<file path="src/rtl/uart_hex_parser_if.sv">
// Byte-in / value-out bundle for the UART hex parser: receive strobe, parsed-value
// valid/ready handshake, error report and busy status.
interface uart_hex_parser_if #(
    parameter int DIGITS = 2
);
    localparam int W  = 4 * DIGITS;
    localparam int CW = $clog2(DIGITS + 1);

    logic          in_valid;
    logic [7:0]    in_data;
    logic          out_valid;
    logic          out_ready;
    logic [W-1:0]  out_data;
    logic [CW-1:0] out_count;
    logic          err_valid;
    logic [1:0]    err_code;
    logic          busy;

    modport master (
        output in_valid, in_data, out_ready,
        input  out_valid, out_data, out_count, err_valid, err_code, busy
    );

    modport slave (
        input  in_valid, in_data, out_ready,
        output out_valid, out_data, out_count, err_valid, err_code, busy
    );
endinterface

</file>
<file path="src/rtl/uart_hex_parser.sv">
// Assembles ASCII hex digits from the UART receive stream into a binary value and
// presents it on a valid/ready port when the line terminator arrives.
module uart_hex_parser #(
    parameter int         DIGITS    = 2,
    parameter logic [7:0] TERM_CHAR = 8'd13
) (
    input  logic             clk,
    input  logic             reset,
    uart_hex_parser_if.slave bus
);
    localparam int W  = 4 * DIGITS;
    localparam int CW = $clog2(DIGITS + 1);

    localparam logic [1:0] ST_ACCUM   = 2'd0;
    localparam logic [1:0] ST_DISCARD = 2'd1;
    localparam logic [1:0] ST_HOLD    = 2'd2;

    localparam logic [1:0] CLS_DIGIT   = 2'd0;
    localparam logic [1:0] CLS_IGNORE  = 2'd1;
    localparam logic [1:0] CLS_TERM    = 2'd2;
    localparam logic [1:0] CLS_INVALID = 2'd3;

    localparam logic [1:0] ERR_INVALID  = 2'd1;
    localparam logic [1:0] ERR_OVERFLOW = 2'd2;
    localparam logic [1:0] ERR_DROPPED  = 2'd3;

    localparam logic [CW-1:0] CNT_MAX = CW'(DIGITS);

    // The terminator is tested first so a TERM_CHAR overlapping another class still ends the line.
    function automatic logic [1:0] char_class(input logic [7:0] c);
        logic [1:0] cls;
        if (c == TERM_CHAR) begin
            cls = CLS_TERM;
        end else if ((c >= 8'h30 && c <= 8'h39) ||
                     (c >= 8'h41 && c <= 8'h46) ||
                     (c >= 8'h61 && c <= 8'h66)) begin
            cls = CLS_DIGIT;
        end else if (c == 8'h20 || c == 8'h0A) begin
            cls = CLS_IGNORE;
        end else begin
            cls = CLS_INVALID;
        end
        return cls;
    endfunction

    function automatic logic [3:0] hex_nibble(input logic [7:0] c);
        logic [3:0] n;
        if (c <= 8'h39) begin
            n = c[3:0];
        end else begin
            n = c[3:0] + 4'd9;
        end
        return n;
    endfunction

    logic [1:0]    state_q,     state_d;
    logic [W-1:0]  acc_q,       acc_d;
    logic [CW-1:0] cnt_q,       cnt_d;
    logic          out_valid_q, out_valid_d;
    logic [W-1:0]  out_data_q,  out_data_d;
    logic [CW-1:0] out_count_q, out_count_d;
    logic          err_valid_q, err_valid_d;
    logic [1:0]    err_code_q,  err_code_d;

    logic          handshake_s;
    logic          line_open_s;
    logic [W-1:0]  acc_base_s;
    logic [CW-1:0] cnt_base_s;
    logic [1:0]    cls_s;
    logic [3:0]    nibble_s;

    assign handshake_s = (state_q == ST_HOLD) && bus.out_ready;
    // A byte arriving with the handshake starts a fresh line (zero-bubble).
    assign line_open_s = (state_q == ST_ACCUM) || handshake_s;
    assign acc_base_s  = handshake_s ? {W{1'b0}} : acc_q;
    assign cnt_base_s  = handshake_s ? {CW{1'b0}} : cnt_q;
    assign cls_s       = char_class(bus.in_data);
    assign nibble_s    = hex_nibble(bus.in_data);

    // Next-state logic for the line FSM, accumulator and output/error registers.
    always_comb begin
        state_d     = state_q;
        acc_d       = acc_q;
        cnt_d       = cnt_q;
        out_valid_d = out_valid_q;
        out_data_d  = out_data_q;
        out_count_d = out_count_q;
        err_valid_d = 1'b0;
        err_code_d  = err_code_q;

        case (state_q)
            ST_HOLD: begin
                if (handshake_s) begin
                    out_valid_d = 1'b0;
                    state_d     = ST_ACCUM;
                    acc_d       = {W{1'b0}};
                    cnt_d       = {CW{1'b0}};
                end else if (bus.in_valid) begin
                    err_valid_d = 1'b1;
                    err_code_d  = ERR_DROPPED;
                end else begin
                    err_valid_d = 1'b0;
                end
            end
            ST_DISCARD: begin
                if (bus.in_valid && (cls_s == CLS_TERM)) begin
                    state_d = ST_ACCUM;
                    acc_d   = {W{1'b0}};
                    cnt_d   = {CW{1'b0}};
                end else begin
                    state_d = ST_DISCARD;
                end
            end
            ST_ACCUM: begin
                state_d = ST_ACCUM;
            end
            default: begin
                state_d     = ST_ACCUM;
                acc_d       = {W{1'b0}};
                cnt_d       = {CW{1'b0}};
                out_valid_d = 1'b0;
            end
        endcase

        if (bus.in_valid && line_open_s) begin
            case (cls_s)
                CLS_DIGIT: begin
                    if (cnt_base_s < CNT_MAX) begin
                        acc_d = (acc_base_s << 4) | W'(nibble_s);
                        cnt_d = cnt_base_s + CW'(1);
                    end else begin
                        err_valid_d = 1'b1;
                        err_code_d  = ERR_OVERFLOW;
                        state_d     = ST_DISCARD;
                    end
                end
                CLS_TERM: begin
                    if (cnt_base_s != {CW{1'b0}}) begin
                        out_data_d  = acc_base_s;
                        out_count_d = cnt_base_s;
                        out_valid_d = 1'b1;
                        acc_d       = {W{1'b0}};
                        cnt_d       = {CW{1'b0}};
                        state_d     = ST_HOLD;
                    end else begin
                        state_d = ST_ACCUM;
                    end
                end
                CLS_INVALID: begin
                    err_valid_d = 1'b1;
                    err_code_d  = ERR_INVALID;
                    state_d     = ST_DISCARD;
                end
                CLS_IGNORE: begin
                    acc_d = acc_d;
                end
                default: begin
                    state_d = ST_DISCARD;
                end
            endcase
        end else begin
            acc_d = acc_d;
        end
    end

    // State and output registers with synchronous reset.
    always_ff @(posedge clk) begin
        if (reset) begin
            state_q     <= ST_ACCUM;
            acc_q       <= {W{1'b0}};
            cnt_q       <= {CW{1'b0}};
            out_valid_q <= 1'b0;
            out_data_q  <= {W{1'b0}};
            out_count_q <= {CW{1'b0}};
            err_valid_q <= 1'b0;
            err_code_q  <= 2'd0;
        end else begin
            state_q     <= state_d;
            acc_q       <= acc_d;
            cnt_q       <= cnt_d;
            out_valid_q <= out_valid_d;
            out_data_q  <= out_data_d;
            out_count_q <= out_count_d;
            err_valid_q <= err_valid_d;
            err_code_q  <= err_code_d;
        end
    end

    assign bus.out_valid = out_valid_q;
    assign bus.out_data  = out_data_q;
    assign bus.out_count = out_count_q;
    assign bus.err_valid = err_valid_q;
    assign bus.err_code  = err_code_q;
    assign bus.busy      = (state_q != ST_ACCUM) || (cnt_q != {CW{1'b0}});
endmodule

</file>
<file path="src/flat_wrapper.sv">
// flat-port wrapper written by rule: the top's interface ports become plain ports
module uart_hex_parser_flat 
#(
    parameter int         DIGITS    = 2,
    parameter logic [7:0] TERM_CHAR = 8'd13
)
  (clk, reset, bus_in_valid, bus_in_data, bus_out_ready, bus_out_valid, bus_out_data, bus_out_count, bus_err_valid, bus_err_code, bus_busy);
  uart_hex_parser_if #(.DIGITS(DIGITS)) bus_i ();
  input  logic clk;
  input  logic reset;
  input wire logic [$bits(bus_i.in_valid)-1:0] bus_in_valid;
  input wire logic [$bits(bus_i.in_data)-1:0] bus_in_data;
  input wire logic [$bits(bus_i.out_ready)-1:0] bus_out_ready;
  output wire logic [$bits(bus_i.out_valid)-1:0] bus_out_valid;
  output wire logic [$bits(bus_i.out_data)-1:0] bus_out_data;
  output wire logic [$bits(bus_i.out_count)-1:0] bus_out_count;
  output wire logic [$bits(bus_i.err_valid)-1:0] bus_err_valid;
  output wire logic [$bits(bus_i.err_code)-1:0] bus_err_code;
  output wire logic [$bits(bus_i.busy)-1:0] bus_busy;
  assign bus_i.in_valid = bus_in_valid;
  assign bus_i.in_data = bus_in_data;
  assign bus_i.out_ready = bus_out_ready;
  assign bus_out_valid = bus_i.out_valid;
  assign bus_out_data = bus_i.out_data;
  assign bus_out_count = bus_i.out_count;
  assign bus_err_valid = bus_i.err_valid;
  assign bus_err_code = bus_i.err_code;
  assign bus_busy = bus_i.busy;
  uart_hex_parser #(.DIGITS(DIGITS), .TERM_CHAR(TERM_CHAR)) u_core (.clk(clk), .reset(reset), .bus(bus_i));
endmodule
</file>
<file path="config.mk">
export PLATFORM = sky130hd
export DESIGN_NAME = uart_hex_parser_flat
export DESIGN_NICKNAME = d
export VERILOG_FILES = /design/src/rtl/uart_hex_parser_if.sv /design/src/rtl/uart_hex_parser.sv /design/src/flat_wrapper.sv
export SDC_FILE = /design/constraint.sdc
export NUM_CORES = 1
export LEC_CHECK = 0
export ABC_CLOCK_PERIOD_IN_PS = 1990
export BUFFER_PORTS_ARGS = -buffer_cell sky130_fd_sc_hd__buf_2
export CORE_MARGIN = 3
export CORE_UTILIZATION = 50
export CTS_BUF_LIST = sky130_fd_sc_hd__clkbuf_8
export DETAILED_ROUTE_END_ITERATION = 8
export PLACE_DENSITY_LB_ADDON = 0.12
export SETUP_SLACK_MARGIN = 0.4
export SYNTH_ARGS = -nofsm -noshare
export SYNTH_HDL_FRONTEND = slang
export SYNTH_SLANG_ARGS = --single-unit
</file>
<file path="constraint.sdc">
create_clock -name clk -period 1.99 [get_ports clk]
set_input_delay 0.0995 -clock clk [delete_from_list [all_inputs] [get_ports clk]]
set_output_delay 0.0995 -clock clk [all_outputs]
set_load 0.005 [all_outputs]
</file>
# == Word level (Yosys, flattened, before mapping) ==
# Index checks and enable logic that the tools add are counted.
# word_totals
reg_bits,26
latch_bits,0
ramBits,0
rom_bits,0
output_inout_bits,15
wordCells,85
n_memories,0
# classes
n_addsub,2
n_mul,0
n_div,0
order_cmp,7
eq_ne,7
shifts,0
n_mux,42
bitwise_logic,1
n_reduce_logical,18
# ops
cell,n
8-bit two-way mux,5
2-bit two-way mux,17
8-bit case mux with 3 select lines,1
"8-bit by 4-bit equality test with 1-bit output, second input constant",2
"8-bit by 7-bit >= comparator with 1-bit output, second input constant",2
"8-bit by 7-bit less-or-equal comparator with 1-bit output, second input constant",2
8-bit case mux with 2 select lines,1
2-bit case mux with 2 select lines,3
2-bit case mux with 3 select lines,2
1-bit two-way mux,10
"8-bit by 6-bit equality test with 1-bit output, second input constant",1
"8-bit by 6-bit >= comparator with 1-bit output, second input constant",1
"8-bit by 6-bit less-or-equal comparator with 1-bit output, second input constant",1
8-bit by 4-bit OR with 8-bit output,1
"2-bit equality test, second input constant",3
1-bit logical AND,6
2-bit nonzero test,3
1-bit logical OR,5
"4-bit adder, second input constant",1
2-bit zero test,2
4-bit two-way mux,1
1-bit case mux with 2 select lines,2
3-bit AND reduction,1
"2-bit by 1-bit adder with 2-bit output, second input constant",1
other kinds (3),3

# == Depth between registers and ports, before layout ==
# Gate-level depths: netlist of run 1.
# depth
word_depth,13
depth_mapped,8

# == Least setup slack after synthesis of run 1 ==
# Ideal clock, no wire load.
# synth_path
kind,reg2reg
start,register u_core.state_q[0]
end,register u_core.cnt_q[0]
setup_ns,0.103
arrival_time_ns,1.822
path_slack_ns,0.064
path_stages_with_launch,8
n_path_buf,1
path_cell_list,dfxtp_1 > inv_1 > ha_1 > and2_1 > o21ai_1 > clkbuf_1 > o21ai_1 > a2111oi_2
# synth_between
elab_chain_len,7
# synth_rtl
item,line_no,text
from (decl),uart_hex_parser.sv:56,"logic [1:0] state_q, state_d;"
from (signal assigned),uart_hex_parser.sv:178,state_q <= state_d;
2-bit equality test,"uart_hex_parser.sv:72, uart_hex_parser.sv:91",
1-bit logical AND,uart_hex_parser.sv:72,assign handshake_s = (state_q == ST_HOLD) && bus.out_ready;
2-bit two-way mux,"uart_hex_parser.sv:76, uart_hex_parser.sv:93",
2-bit by 1-bit adder with 2-bit output (tied with other cells),uart_hex_parser.sv:130,cnt_d = cnt_base_s + CW'(1);
2-bit two-way mux (on tied branches),"uart_hex_parser.sv:128, uart_hex_parser.sv:138",
2-bit case mux with 2 select lines,uart_hex_parser.sv:126,case (cls_s)
2-bit two-way mux *,uart_hex_parser.sv:125,if (bus.in_valid && line_open_s) begin
to (signal assigned),uart_hex_parser.sv:171,cnt_q <= {CW{1'b0}};
to (signal assigned),uart_hex_parser.sv:180,cnt_q <= cnt_d;
to (decl),uart_hex_parser.sv:58,"logic [CW-1:0] cnt_q, cnt_d;"
# Mark *: on every way between the ends. The rest lies on a longest branch, timed or not.
# A chain may end at the register's enable or synchronous reset.

# == Final worst setup path of run 1 ==
# layout_path
start,register u_core.state_q[0]
end,register u_core.state_q[1]
# layout_between
elab_chain_len,7
# layout_rtl
item,line_no,text
2-bit equality test,"uart_hex_parser.sv:72, uart_hex_parser.sv:91",
1-bit logical AND,uart_hex_parser.sv:72,
2-bit two-way mux (on tied branches),"uart_hex_parser.sv:76, uart_hex_parser.sv:93",
2-bit less-than comparator (tied with other cells),uart_hex_parser.sv:128,if (cnt_base_s < CNT_MAX) begin
2-bit two-way mux (on tied branches),"uart_hex_parser.sv:128, uart_hex_parser.sv:138",
2-bit case mux with 3 select lines,uart_hex_parser.sv:126,
2-bit two-way mux *,uart_hex_parser.sv:125,
# Marks and branches as above.

==> metrics, run 1 <==
Synth top area share 0.3245; Worst VDD drop 668.1 uV; CORE AREA 0.002900 sq mm; Distinct cells, synth 54; total CTS buffers 3; Routed WL per cell 17.68 um; Detailed Routing Iterations Pass 1 4; initial antenna violation count 0; gr usage total 0.2318; DR DRC count 0; Ports 27; Clock Latency Late Sink 0.27 ns; final critical-path share of the clock period 0.8486; Clock transition at path regs 0.09 ns; Finish-stage setup viols 0; list of most frequent post-synthesis cells 26 x dfxtp_1, 23 x nand2_1, 21 x a21oi_1, 14 x nand3_1; # rows 19; worst endpoint required time 2.19 ns; Power Density 535.5 mW/mm^2; drt via density 6.209; Worst Tran Pin Value 0.7733 ns; Fill cells 207; final non-filler cell area 0.002228 sq mm; Crit Path Class reg2reg; Die Ht 62.64 um; Final Skew 0.009383 ns; vias in the first global route 1698; CTS sink count 26; DIE AREA 0.003924 sq mm; Max FO, Critical Path 5; most common cell in the synthesized netlist dfxtp_1; n_diodes 0; sequential-to-total area share from yosys stat 0.3245; Post-Syn Instances 193; antenna viol nets, final 0; Final Util 0.7683; gr ovfl total 0; synth-to-layout area growth 38.92%; setup TNS 0 ns; async set or reset register ratio after synthesis 0; Detailed Route WL 4.916 mm; first-pass GRT wire length 7.527 mm; Max Slew Vio Count 0; synth warn 0; Final Hold Vio Count 0; layout cells sized above 1 0.4322; register cell area after layout 523.0 sq um; buffers and inverters on the worst path 2; Area contributors post-synth dfxtp_1 32%, ha_1 7.0%, a21oi_1 6.6%; f_max 592.2 MHz; placed inst area 0.001839 sq mm; synthesized area per cell 8.311 sq um; TritonCTS clock tree done; Post-synth top flop dfxtp_1; Nets 258; Hold Slack 0.1926 ns; htree depth 1; Leak 0.8312 nW; routed vias 1726; Die W 62.64 um; mapped cell area 0.001604 sq mm; hold buffer count at cts 0; CP Cell Sequence inv_4, ha_4, and2_4, o21a_2, o31a_1, buf_4, a21o_1, a21oi_1; fin crit period 1.689 ns; Max stage delay on crit path 0.36 ns; slowest CP cell dfxtp_2; I/O Buffers 26; max cap viols 0; Post-Syn Nets 214; max_slew headroom 0.4825; largest net degree at the start of global routing 22; RSZ-0062 raised after global routing yes; DRT iter0 DRCs 127; CP Launch Type flip-flop; root buffer cell clkbuf_8; gpl congestion 0.8705; Initial Util 0.5531; number of synthesized flops with an enable pin 0; Synth Register Bits 26; Critical Path AT 1.89 ns; Synth area leader dfxtp_1; clk buf depth 2; CP endpoint kind flip-flop; status finished clean; post-DP HPWL 3.256 mm; family with the most delay on the worst path compound AO/OA/AOI/OAI gates; hold crit path type in2reg; multi-input logic area 0.001234 sq mm
==> power by group <==
part	internal [mW]	leakage (nW)	switching [mW]
registers	0.526	0.211	0.00518
logic	0.0951	0.584	0.135
clock network	0.269	0.0357	0.163
==> path summary, 6_finish.rpt <==
| kind | depth (start not counted) | start | to | slack [ns] |
|---|---|---|---|---|
| setup / recovery | 8 | u_core.state_q[0]$_SDFF_PP0_ | u_core.state_q[1]$_SDFF_PP0_ | 0.30 |
| hold / removal | 3 | bus_in_data[1] | u_core.acc_q[1]$_SDFF_PP0_ | 0.19 |
| setup reg to reg | 8 | u_core.state_q[0]$_SDFF_PP0_ | u_core.state_q[1]$_SDFF_PP0_ | 0.30 |
| hold reg to reg | 2 | u_core.bus.out_data[7]$_SDFFE_PP0P_ | u_core.bus.out_data[7]$_SDFFE_PP0P_ | 0.46 |
==> layout make-up <==
cell class	count	area share
Clock buffer	3	0.01853
Timing Repair Buffer	47	0.1398
Multi-Input combinational cell	150	0.5536
Clock inverter	1	0.01348
Sequential cell	26	0.2347
Tap cell	42	0.02358
Inverter	9	0.01628
==> registers in the layout (all words and copies together), names as in the netlist <==
register	count
u_core.acc_q	8
u_core.bus.out_data	8
u_core.bus.err_code	2
u_core.bus.out_count	2
u_core.cnt_q	2
u_core.state_q	2
u_core.bus.err_valid	1
u_core.bus.out_valid	1
==> worst register-to-register path, delay by kind of cell, from the launching register on <==
family	cells	cell delay, ns
buf+inv	2	0.22
simple gates	1	0.16
fa+ha+maj	1	0.17
compound gates	4	0.71
flops	1	0.36
==> timing repair <==
| action | 4_1_cts | 5_1_grt |
|---|---|---|
| cloned | 0 | 0 |
| setup buffers | 10 | 6 |
| pin swaps | 20 | 12 |
| hold endpoints to repair | 0 | 0 |
| setup endpoints to repair | 24 | 24 |
| gates resized for setup | 13 | 30 |
==> cell usage in the layout (no fill, tap or decap), types with 3 or more instances in the layout <==
cell type  instances
buf_2             26
dfxtp_1           24
nand2_1           21
a21oi_1           18
buf_4             17
inv_1              7
nand3_1            7
nand3_2            7
nor2_1             5
o21ai_1            5
ha_1               5
nor2b_1            4
nand4b_1           3
a21oi_2            3
o21ai_0            3
o311ai_1           3
ha_4               3
clkbuf_8           3
buf_6              3
==> layer usage <==
metal,GRT usage,vias up,part of all wire
li1,-,811,-
met1,0.2746,808,0.39
met2,0.4181,95,0.52
met3,0.03777,12,0.073
met4,0.08264,0,0.020
met5,0,-,0
==> cells by family (layout without fill, tap and decap cells) <==
group                      count (synthesis)  after routing  synth area share
and+or+nand+nor                           70             70            0.2457
AOI/OAI and AO/OA                         69             69            0.3073
DFF                                       26             26            0.3245
buffers and inverters                     17             60           0.04056
adders and majority gates                  9              9           0.07020
xor gates and xnor gates                   1              1          0.005461
muxes                                      1              1          0.006240
==> metrics by stage <==
step | cells | power [mW] | setup slack, ns
5_1_grt | 278 | 1.244 | 0.2363
2_1_floorplan | 193 | 0.6567 | 0.4095
6_report | 278 | 1.193 | 0.3014
3_3_place_gp | 258 | 0.7035 | 0.07113
3_5_place_dp | 258 | 0.7077 | 0.03945
4_1_cts | 272 | 1.169 | 0.3388
(Power assumes the default switching activity.)
==> run 2: changes to the inputs <==
--- a/config.mk
+++ b/config.mk
@@ -5,7 +5,8 @@
 export SDC_FILE = /design/constraint.sdc
 export NUM_CORES = 1
 export LEC_CHECK = 0
-export ABC_CLOCK_PERIOD_IN_PS = 1990
+export ABC_AREA = 1
+export ABC_CLOCK_PERIOD_IN_PS = 1400
 export BUFFER_PORTS_ARGS = -buffer_cell sky130_fd_sc_hd__buf_2
 export CORE_MARGIN = 3
 export CORE_UTILIZATION = 50
==> constraint.sdc (replaced) <==
create_clock -name clk -period 1.4 [get_ports clk]
set_input_delay 0.07 -clock clk [delete_from_list [all_inputs] [get_ports clk]]
set_output_delay 0.07 -clock clk [all_outputs]
set_load 0.005 [all_outputs]
==> run 2 against run 1 <==
Effect of this change: the run now ends with negative setup slack left; largest power group unchanged; global-route usage grew 2.5 points; power grew 46%; design area grew 17%; setup slack lost 0.57 ns; combinational power grew 56%; synthesized area grew 11%; clock skew shrank 0.0059 ns; wire length grew 11%; register-to-register slack lost 0.57 ns; highest routed layer unchanged.
==> metrics, run 2 <==
status complete, but fails checks; failing checks negative setup slack; root buffer cell clkbuf_8; CORE AREA 0.003390 sq mm; Clk pwr share 0.363; register share of total power 0.431; Int Pwr 1.277 mW; DRT iter0 DRCs 204; slowest CP cell dfxtp_2; Distinct cells, synth 34; CP Launch Type flip-flop; first-pass GRT wire length 8.638 mm; most used cell, CP nand3_1; DIE AREA 0.004302 sq mm; total CTS buffers 3; Die Ht 65.59 um; gr ovfl total 0; I/O Buffers 26; Clock transition at path regs 0.09 ns; Max Slew Vio Count 0; gpl congestion 0.8878; post-route setup slack -0.2644 ns; Crit Path Class reg2reg; Detailed Route WL 5.476 mm; Synth Register Bits 26; synthesized area per cell 6.675 sq um; CP endpoint kind flip-flop; # rows 21; hold buffer count at cts 0; TritonCTS clock tree done; Max stage delay on crit path 0.34 ns; Post-synth top flop dfxtp_1; initial antenna violation count 0; async set or reset register ratio after synthesis 0; Area contributors post-synth dfxtp_1 29%, nand2_1 9.9%, inv_1 8.0%; post-DP HPWL 3.653 mm; Worst R2R Setup Slack -0.26 ns; Post-Layout Cell Count 385; number of synthesized flops with an enable pin 0; worst endpoint required time 1.61 ns; Power Density 668.1 mW/mm^2; Synth area leader dfxtp_1; Worst Tran Pin Value 0.4412 ns; Max FO, Critical Path 7; routed vias 2091; n_diodes 0; synth-to-layout area growth 46.58%; max cap viols 0; CTS sink count 26; Critical Path AT 1.87 ns; Clock Latency Late Sink 0.27 ns; sequential-to-total area share from yosys stat 0.2932; hold crit path type in2reg; Detailed Routing Iterations Pass 1 5; clk buf depth 2; Synth top area share 0.2932; Ports 27; synth warn 0; mapped cell area 0.001775 sq mm; P_sw 461.3 uW; f_max 600.8 MHz; CP Cell Sequence inv_2, ha_4, nand2_4, inv_6, nor2_4, buf_12, inv_1, nand3_1, nand2_1, nand3_1, a21oi_1; Leak 1.239 nW; Post-Syn Nets 287; Nets 361; antenna viol nets, final 0; Initial Util 0.5238; drt via density 5.431; combinational power share 0.206; vias in the first global route 1915; Final Util 0.7678; Post-Syn Instances 266; final critical-path share of the clock period 1.189; RSZ-0062 raised after global routing yes; Finish-stage setup viols 26; Die W 65.59 um; Worst VDD drop 366.8 uV; gr usage total 0.2566; Placed Cells 367; htree depth 1; commonest cells after routing, fill and taps aside 45 x nand2_1, 42 x buf_4, 36 x inv_1; Routed WL per cell 14.22 um; DR DRC count 0; largest net degree at the start of global routing 17; fin crit period 1.664 ns; max_slew headroom 0.7055; list of most frequent post-synthesis cells 47 x nand2_1, 38 x inv_1, 28 x nand3_1, 27 x nor2_1, 26 x dfxtp_1; layout cells sized above 1 0.4100; Sw Ratio 0.2653; Final Skew 0.003455 ns; most common cell after layout, fill and taps aside nand2_1; Final Hold Vio Count 0; most common cell in the synthesized netlist nand2_1
-- run 2: cell types whose count changed in the layout (fill, tap and decap cells not counted), moves of 13 or more --
cell and delta:
nand2_1 +24, buf_4 +25, nand3_1 +20, nor2_1 +13, inv_1 +29
-- run 2: logic make-up after synthesis --
group / share of synthesized area
DFF: 0.2932
adders and majority gates: 0.06343
AOI/OAI and AO/OA: 0.1438
buffers and inverters: 0.1106
and+or+nand+nor: 0.3791
xor gates and xnor gates: 0.009868
-- run 2: what timing repair did --
action | in CTS | in global routing
pin swaps | 9 | 7
setup endpoints to repair | 27 | 27
setup buffers | 11 | 3
gates resized for setup | 27 | 24
-- run 2: metrics by stage --
stage	worst slack, ns	total power [mW]	hold slack, ns	area, sq um	TNS, ns
after floorplan	-0.05872	0.9318	0.2572	1814	-0.4700
after global placement	-0.1849	1.045	0.4331	2223	-2.894
after detailed placement	-0.2434	1.047	0.4460	2223	-3.451
after CTS	-0.1868	1.704	0.1703	2481	-2.872
after global routing	-0.3075	1.803	0.2160	2603	-5.970
final	-0.2644	1.739	0.1886	2603	-3.886
-- run 2: path summary, 6_finish.rpt --
check / start / end / depth (start not counted)
setup / recovery: u_core.state_q[0]$_SDFF_PP0_ / u_core.acc_q[5]$_SDFF_PP0_ / 11
hold / removal: bus_out_ready / u_core.state_q[1]$_SDFF_PP0_ / 4
setup reg to reg: u_core.state_q[0]$_SDFF_PP0_ / u_core.acc_q[5]$_SDFF_PP0_ / 11
hold reg to reg: u_core.bus.out_data[5]$_SDFFE_PP0P_ / u_core.bus.out_data[5]$_SDFFE_PP0P_ / 2
-- run 2: per-layer routing --
layer | global-route usage | part of all wire
met5 | 0 | 0
met4 | 0.1192 | 0.022
met3 | 0.03590 | 0.062
met2 | 0.4412 | 0.51
met1 | 0.3138 | 0.41
-- run 2: cell type report --
type / count / area [sq um]
Inverter: 48 / 196.4
Clock buffer: 3 / 41.29
Tap cell: 46 / 57.56
Timing Repair Buffer: 72 / 499.2
Multi-Input combinational cell: 189 / 1252
Clock inverter: 1 / 30.03
Fill cell: 243 / 787.0
Sequential cell: 26 / 525.5
-- run 2: critical path, delay by kind of cell (launching register included) --
family | cells | cell delay, ns
buffers and inverters | 4 | 0.52
AND/OR/NAND/NOR | 5 | 0.43
flip-flops | 1 | 0.34
AO/OA/AOI/OAI | 1 | 0.17
adder cells (fa/ha/maj) | 1 | 0.14
-- run 2: power groups by stage --
stage	combinational [mW]	sequential, mW	clock, mW
2_1_floorplan	0.162	0.770	0
3_3_place_gp	0.276	0.768	0
3_5_place_dp	0.279	0.768	0
4_1_cts	0.320	0.749	0.634
5_1_grt	0.388	0.750	0.666
6_report	0.359	0.749	0.631
